File: config.mk
export PLATFORM = sky130hd
export DESIGN_NAME = alu_seq
export DESIGN_NICKNAME = d
export VERILOG_FILES = /design/src/rtl/alu_seq.sv
export SDC_FILE = /design/constraint.sdc
export NUM_CORES = 1
export LEC_CHECK = 0
export CAP_MARGIN = 20
export CORE_MARGIN = 3
export CORE_UTILIZATION = 43
export DETAILED_ROUTE_END_ITERATION = 12
export HOLD_SLACK_MARGIN = 0.08
export PLACE_DENSITY = 0.75
export SYNTH_ARGS = -nofsm -noshare
export SYNTH_HDL_FRONTEND = slang
export SYNTH_SLANG_ARGS = --single-unit
File: constraint.sdc
create_clock -name clk -period 1.6 [get_ports clk]
set_input_delay 0.32 -clock clk [delete_from_list [all_inputs] [get_ports clk]]
set_output_delay 0.32 -clock clk [all_outputs]
set_load 0.05 [all_outputs]
File: src/rtl/alu_seq.sv
// Multi-byte sequencer that drives a shared 8-bit ALU one byte per cycle.
// Define ALU_SEQ_SUB_EN to enable op 1000 (subtract as A + ~B + 1).
module alu_seq #(
  parameter int NBYTES = 4
) (
  input  logic                  clk,
  input  logic                  rst_n,
  input  logic                  start,
  input  logic                  abort,
  input  logic [3:0]            op,
  input  logic                  cin,
  input  logic [8*NBYTES-1:0]   opa,
  input  logic [8*NBYTES-1:0]   opb,
  output logic                  busy,
  output logic                  done,
  output logic                  err,
  output logic [8*NBYTES-1:0]   result,
  output logic                  cout,
  output logic                  zero,
  output logic [3:0]            alu_cmd,
  output logic [7:0]            alu_a,
  output logic [7:0]            alu_b,
  output logic                  alu_sci,
  input  logic [7:0]            alu_rslt,
  input  logic                  alu_sco
);

  localparam int IW = (NBYTES > 1) ? $clog2(NBYTES) : 1;
  localparam logic [IW-1:0] LAST_IDX = IW'(NBYTES - 1);

  localparam logic [3:0] OP_ADD  = 4'b0000;
  localparam logic [3:0] OP_SHR  = 4'b0010;
  localparam logic [3:0] OP_MOVA = 4'b0011;
  localparam logic [3:0] OP_OR   = 4'b0100;
  localparam logic [3:0] OP_XOR  = 4'b0101;
  localparam logic [3:0] OP_AND  = 4'b0110;
  localparam logic [3:0] OP_SUB  = 4'b1000;
  localparam logic [3:0] OP_NOP  = 4'b1111;

  typedef enum logic [1:0] {S_IDLE, S_RUN, S_DONE} state_e;

  state_e                      r_state, w_state_nxt;
  logic [3:0]                  r_op;
  logic [NBYTES-1:0][7:0]      r_opa, r_opb, r_result;
  logic [IW-1:0]               r_idx;
  logic                        r_carry, r_cout, r_zero, r_err, r_nz;

  logic w_accept, w_op_legal, w_first_carry, w_is_sub, w_is_logic, w_last;

  assign w_accept   = start && (r_state == S_IDLE);
  assign w_is_logic = r_op inside {OP_MOVA, OP_OR, OP_XOR, OP_AND};
  assign w_last     = (r_op == OP_SHR) ? (r_idx == '0) : (r_idx == LAST_IDX);

`ifdef ALU_SEQ_SUB_EN
  assign w_op_legal    = (op <= OP_AND) || (op == OP_SUB);
  assign w_first_carry = (op == OP_SUB) ? 1'b1 : cin;
  assign w_is_sub      = (r_op == OP_SUB);
`else
  assign w_op_legal    = (op <= OP_AND);
  assign w_first_carry = cin;
  assign w_is_sub      = 1'b0;
`endif

  always_ff @(posedge clk or negedge rst_n) begin
    if (!rst_n) r_state <= S_IDLE;
    else        r_state <= w_state_nxt;
  end

  // NOTE: every combinational output gets a default first so no latch is inferred.
  always_comb begin
    w_state_nxt = r_state;
    unique case (r_state)
      S_IDLE: if (start)   w_state_nxt = w_op_legal ? S_RUN : S_DONE;
      S_RUN:  if (abort)   w_state_nxt = S_IDLE;
              else if (w_last) w_state_nxt = S_DONE;
      S_DONE:              w_state_nxt = S_IDLE;
      default:             w_state_nxt = S_IDLE;
    endcase
  end

  // NOTE: state is updated with non-blocking assignments so all registers sample the same edge.
  always_ff @(posedge clk or negedge rst_n) begin
    if (!rst_n) begin
      r_op     <= '0;
      r_opa    <= '0;
      r_opb    <= '0;
      r_result <= '0;
      r_idx    <= '0;
      r_carry  <= 1'b0;
      r_cout   <= 1'b0;
      r_zero   <= 1'b0;
      r_err    <= 1'b0;
      r_nz     <= 1'b0;
    end else if (w_accept) begin
      r_op     <= op;
      r_opa    <= opa;
      r_opb    <= opb;
      r_result <= '0;
      r_idx    <= (op == OP_SHR) ? LAST_IDX : '0;
      r_carry  <= w_first_carry;
      r_cout   <= 1'b0;
      r_zero   <= 1'b0;
      r_err    <= ~w_op_legal;
      r_nz     <= 1'b0;
    end else if (r_state == S_RUN && !abort) begin
      r_result[r_idx] <= alu_rslt;
      r_carry         <= alu_sco;
      r_nz            <= r_nz | (|alu_rslt);
      if (w_last) begin
        // Logic and move ops have no meaningful carry, whatever the ALU reports.
        r_cout <= w_is_logic ? 1'b0 : alu_sco;
        r_zero <= ~(r_nz | (|alu_rslt));
      end else begin
        r_idx  <= (r_op == OP_SHR) ? r_idx - IW'(1) : r_idx + IW'(1);
      end
    end
  end

  always_comb begin
    alu_cmd = OP_NOP;
    alu_a   = 8'h00;
    alu_b   = 8'h00;
    alu_sci = 1'b0;
    if (r_state == S_RUN) begin
      alu_cmd = w_is_sub ? OP_ADD : r_op;
      alu_a   = r_opa[r_idx];
`ifdef ALU_SEQ_SUB_EN
      alu_b   = w_is_sub ? ~r_opb[r_idx] : r_opb[r_idx];
`else
      alu_b   = r_opb[r_idx];
`endif
      alu_sci = r_carry;
    end
  end

  assign busy   = (r_state != S_IDLE);
  assign done   = (r_state == S_DONE);
  assign err    = r_err;
  assign result = r_result;
  assign cout   = r_cout;
  assign zero   = r_zero;

endmodule

==> results of run 1 <==
[registers in the layout (all words and copies together), names as in the netlist]
register,cells
err,1
cout,1
r_op,4
result,32
r_idx,2
r_opa,32
r_carry,1
r_nz,1
zero,1
r_state,2
r_opb,32
[power by group]
| group | internal, mW | total, mW | switching [mW] |
|---|---|---|---|
| Clock | 1.18 | 2.15 | 0.975 |
| Combinational | 3.11 | 5.12 | 2.02 |
| Sequential | 3.48 | 4.00 | 0.515 |
[timing repair]
item / CTS / global route
gates cloned: 7 / 8
setup buffers: 16 / 14
pin swaps: 11 / 18
setup endpoints to repair: 61 / 131
gates resized for setup: 95 / 115
[through the flow]
step / area [µm²] / worst slack [ns]
3_3_place_gp: 6760 / -0.310
4_1_cts: 7680 / -0.519
2_1_floorplan: 5000 / -0.232
5_1_grt: 8300 / -0.527
6_report: 8300 / -0.480
3_5_place_dp: 6760 / -0.349
[metal layers]
metal	wire length, µm	global-route usage, %	up-vias
met1	5900	26.9	1924
met2	7380	35.0	123
met4	190	5.37	0
met3	1080	7.01	14
met5	0	0	-
li1	-	-	1682
[critical path, cell delays in order (launching register included)]
cell and delay, ns:
dfrtp_2 0.45, buf_12 0.17, mux4_2 0.51, nor2b_4 0.14
buf_6 0.15
[how the worst min path moves through the flow]
stage	start	to	slack, ns
2_1_floorplan	rst_n	cout$_DFFE_PN0P_	0.02
3_3_place_gp	rst_n	r_opa[6]$_DFFE_PN0P_	0.45
5_1_grt	rst_n	r_opa[5]$_DFFE_PN0P_	0.09
3_5_place_dp	rst_n	result[17]$_DFFE_PN0P_	0.45
6_report	rst_n	r_opa[5]$_DFFE_PN0P_	0.04
4_1_cts	rst_n	result[17]$_DFFE_PN0P_	0.09
[synthesized netlist by cell type, types with 3 or more instances]
library cell  count
a21oi_1          11
buf_2            15
buf_4             3
clkbuf_1          3
dfrtp_1         109
mux2_2           68
mux2i_1          27
mux4_2           16
nand2_1          15
nand2b_1          3
nand3_1           9
nor2_1           28
nor2b_1          18
o31ai_1           3
or2_2             6
[cell families (layout without fill, tap and decap cells)]
kind of cell    count (synthesis)  in the layout  synth area share [%]
mux                           111            111                  28.5
flops                         109            109                  55.8
simple gates                   91             92                  10.2
buf+inv                        25            227                  2.69
compound gates                 22             22                  2.63
xor+xnor                        1              1                 0.179
[layout make-up]
type / count / area [µm²]
clock inverters: 1 / 5.00
fillers: 649 / 2690
clock buffers: 14 / 274
well taps: 140 / 175
multi-input cells: 226 / 2680
inverters: 2 / 7.51
repair buffers: 210 / 2420
flip-flops and latches: 109 / 2730
==> flow_summary.toml, run 1 <==
[grt]
grt_max_degree = 110
grt_use_total_pct = 21.1
grt_pass1_vias = 4048
grt_overflow = 0
antenna_found_initial = 0
grt_pass1_wl_mm = 21.1

[sta]
whs_ns = 0.0415
finClkSkew_ns = 0.00677
period_minus_slack_ns = 2.08
finalMaxSlewViolations = 0
setup_viol = 125
slew_headroom_pct = 61.4
worst_slew_pin_slew_ns = 0.571
fmax_mhz = 481
hold_violations = 0
fin_crit_sh_pct = 130
rsz0062_at_grt = "yes"
finalWorstSetupSlack_ns = -0.480
setup_tns_ns = -22.72

[cells_and_area]
stdcell_count = 702
fin_util_pct = 75.5
layout_commonest_cell = "dfrtp_1"
num_antenna_cells = 0
area_growth_pct = 69.6
finalNetCount = 640
layout_common_cells = "107 x dfrtp_1, 80 x clkdlybuf4s50_1, 68 x mux2_4"
drive_gt1_share_pct = 51.8

[drt]
wl_per_cell_um = 20.7
postRouteAntennaNets = 0
drtPass1Iterations = 4
drtIter0Drc = 188
wl_mm = 14.5
num_vias = 3743
vias_per_cell = 5.33
drc = 0

[power_and_ir_drop]
leakage_nw = 3.74
power_mw = 11.3
ir_drop_mv = 0.826
cellPowerDensity_mw_per_mm2 = 1360

[floorplan]
die-area_mm2 = 0.0127
core_mm2 = 0.0110
rows = 38
die_y_um = 113
num_io_pins = 140
initial_core_util_pct = 44.5
die_w_um = 113

[clocking]
cts_inserted_buffers = 9
cts_tree = "done"
clockBufferDepth = 2
cts_hold_buf = 0
cts-root-buf = "clkbuf_16"
clk_latency_ns = 0.35
clk_pin_slew_ns = 0.07
ctsHtreeMaxLevel = 3
clock-sinks = 109

[critical_path]
reg2reg_from = "r_idx[0]$_DFFE_PN0P_"
arrival_ns = 1.76
r2r_cells = 8
endpoint_kind = "output pin"
crit_required_ns = 1.28
crit_type = "reg2out"
critical_path.endpoint = "alu_a[4]"
crit_fanout = 9
crit_path_start_kind = "register"
worstReg2RegEnd = "result[1]$_DFFE_PN0P_"
worstSetupStartpoint = "r_idx[0]$_DFFE_PN0P_"
ff2ff_setup_slack_ns = -0.25

[synth]
yosysTopAreaCell = "dfrtp_1"
yosysWarnings = 0
synth_top_area_share_pct = 55.8
yosysSeqAreaShare_pct = 55.8
avgSynthCellArea_um2 = 13.6
synth_area_leaders = "dfrtp_1 56%, mux2_2 16%, mux4_2 7.4%"
syn-cell-area_mm2 = 0.00489
synth_nets = 441
postSynthCellCount = 359
yosys.cell_types.count = 35
synth-seq-cells = 109
synthArstFlopShare_pct = 100
synth_edf_count = 0
synth_top_flop_cell = "dfrtp_1"

[outcome]
status = "finished with violations"
violations = "negative setup slack"

[placement]
finalWeightedCongestion = 0.825
hpwl_mm = 8.42
port_buffers = 139
place_inst = 648

[flow_run]
maxCapViolCount = 0

[worst_hold_path]
hold_class = "in2async"
(Power assumes the default switching activity.)
==> run 2: changes to the inputs <==
CORE_UTILIZATION = 50   (was 43)
PLACE_DENSITY = 0.82   (was 0.75)
REMOVE_ABC_BUFFERS = 1   (was default)
clock period = 2.6 ns   (was 1.6 ns; I/O delays follow)
==> run 2 against run 1 <==
Effect of this change:
- the flow now finishes without violations
- total power fell by 51%
- die area fell by 13%
- critical path type unchanged
- non-clock buffer count fell by 55
- critical path depth fell by 2
- largest power group is now registers
- design area fell by 17%
- hold slack improved by 0.083 ns
- sequential share of layout area rose by 6.5 points
- register-to-register slack improved by 1.1 ns
- global-route usage fell by 0.17 points
- largest cell class unchanged
==> flow_summary.toml, run 2 (synthesis results as in run 1) <==
[outcome]
status = "completed"

[cells_and_area]
area_growth_pct = 41.4
layout_commonest_cell = "clkdlybuf4s50_1"
stdcell_count = 636
num_antenna_cells = 0
finalNetCount = 584
layout_common_cells = "117 x clkdlybuf4s50_1, 109 x dfrtp_1, 68 x mux2_2"
drive_gt1_share_pct = 29.4

[drt]
vias_per_cell = 5.33
postRouteAntennaNets = 0
num_vias = 3391
wl_per_cell_um = 17.4
wl_mm = 11.1
routed.top_layer = "met4"
drtPass1Iterations = 4
wl_met3_um = 638
drtIter0Drc = 96
drc = 0
m1WireLength_mm = 4.50
dr_wl_met2_mm = 5.80

[clocking]
post_cts_resize_count = 0
ctsHtreeMaxLevel = 3
cts-root-buf = "clkbuf_8"
cts_tree = "done"
cts_inserted_buffers = 9
clock-sinks = 109
clockBufferDepth = 2
cts_hold_buf = 0
clk_pin_slew_ns = 0.11
clk_latency_ns = 0.36
cts_setup_buffers = 0

[floorplan]
core_mm2 = 0.00937
die_w_um = 105
rows = 35
die-area_mm2 = 0.0110
die_y_um = 105
num_io_pins = 140
initial_core_util_pct = 52.2

[sta]
finalMaxSlewViolations = 0
fin_crit_sh_pct = 93.7
worst_slew_pin_slew_ns = 0.549
setup_tns_ns = 0
slew_headroom_pct = 63.3
hold_violations = 0
setup_viol = 0
fmax_mhz = 410
period_minus_slack_ns = 2.44
finClkSkew_ns = 0.0210
rsz0062_at_grt = "no"

[power_and_ir_drop]
clkPwrFrac_pct = 18.9
power.internal_mw = 3.78
pwr-share-comb_pct = 38.0
power_switching_mw = 1.78
cellPowerDensity_mw_per_mm2 = 804
leakage_nw = 2.85
ir_drop_mv = 0.451
swShare_pct = 32.0
power_frac_seq_pct = 43.1

[placement]
hpwl_mm = 8.15
port_buffers = 139
finalWeightedCongestion = 0.810
place_inst = 620

[critical_path]
crit_required_ns = 2.08
path_cells = "or2_2 -> clkdlybuf4s50_1"
endpoint_kind = "output pin"
cp_top_family = "buffers and inverters"
slowest_delay_ns = 0.71
critPathBufInv = 1
crit_fanout = 6
crit_path_start_kind = "register"
reg2reg_from = "r_idx[0]$_DFFE_PN0P_"
worstSetupStartpoint = "r_state[1]$_DFFE_PN0P_"
arrival_ns = 1.92
slowest_stage = "clkdlybuf4s50_1"
crit_type = "reg2out"

[worst_hold_path]
hold_class = "in2async"

[grt]
grt_pass1_vias = 3611
grt_use_total_pct = 21.0
grt_pass1_wl_mm = 18.3
antenna_found_initial = 0
grt_max_degree = 54
grt_overflow = 0

[flow_run]
maxCapViolCount = 0
==> run 2: changes by cell type in the layout (fill, tap and decap cells not counted), sizes merged <==
cell / change
buf: -86
clkdlybuf4s50: +37
clkbuf: -10
inv: +2
bufinv: +1
clkinv: +1
clkinvlp: +1
nand2b: -1
==> run 2: metal layers <==
| metal | up-vias | global-route usage (%) |
|---|---|---|
| met5 | - | 0 |
| met4 | 0 | 5.34 |
| met3 | 11 | 6.67 |
| met2 | 106 | 36.0 |
| met1 | 1719 | 25.7 |
| li1 | 1555 | - |
==> run 2: path summary, 6_finish.rpt <==
path / to / slack (ns) / depth (start not counted)
setup reg to reg: result[6]$_DFFE_PN0P_ / 0.83 / 6
hold / removal: r_opa[29]$_DFFE_PN0P_ / 0.12 / 1
hold reg to reg: err$_DFFE_PN0P_ / 0.51 / 1
setup / recovery: busy / 0.16 / 2
min in group clk: err$_DFFE_PN0P_ / 0.51 / 1
max in group asynchronous: result[15]$_DFFE_PN0P_ / 1.79 / 2
==> run 2: final cells by class <==
type                       instances  area (µm²)
inverter                           2        7.51
fill                             652        2450
clock buffer                      10         138
clock inverter                     6        68.8
sequential                       109        2730
multi-input combinational        225        2050
timing repair buffer             155        1770
tap                              129         161
==> run 2: per-stage QoR <==
stage | setup slack [ns] | power [mW] | hold slack [ns] | util [%] | cell area, µm²
after CTS | 0.149 | 5.63 | 0.130 | 73.8 | 6920
after detailed placement | 0.293 | 4.57 | 0.489 | 71.6 | 6710
after global routing | 0.0770 | 5.86 | 0.121 | 73.8 | 6920
after floorplan | -2.33 | 3.73 | 0.224 | - | 4770
final | 0.164 | 5.56 | 0.124 | 73.8 | 6920
after global placement | 0.356 | 4.48 | 0.478 | 71.6 | 6710
==> run 2: power groups by stage <==
stage / registers, mW / clock network (mW) / logic (mW)
floorplan: 2.52 / 0 / 1.22
CTS: 2.40 / 1.09 / 2.14
detailed placement: 2.43 / 0 / 2.14
global route: 2.45 / 1.16 / 2.25
finish: 2.39 / 1.05 / 2.11
global placement: 2.39 / 0 / 2.08
==> run 3: changes to the inputs <==
CTS_CLUSTER_DIAMETER = 80   (was default)
SETUP_SLACK_MARGIN = 0.05   (was default)
==> results of run 3 <==
The final DEF is identical to that of run 2; final timing and power are the same.
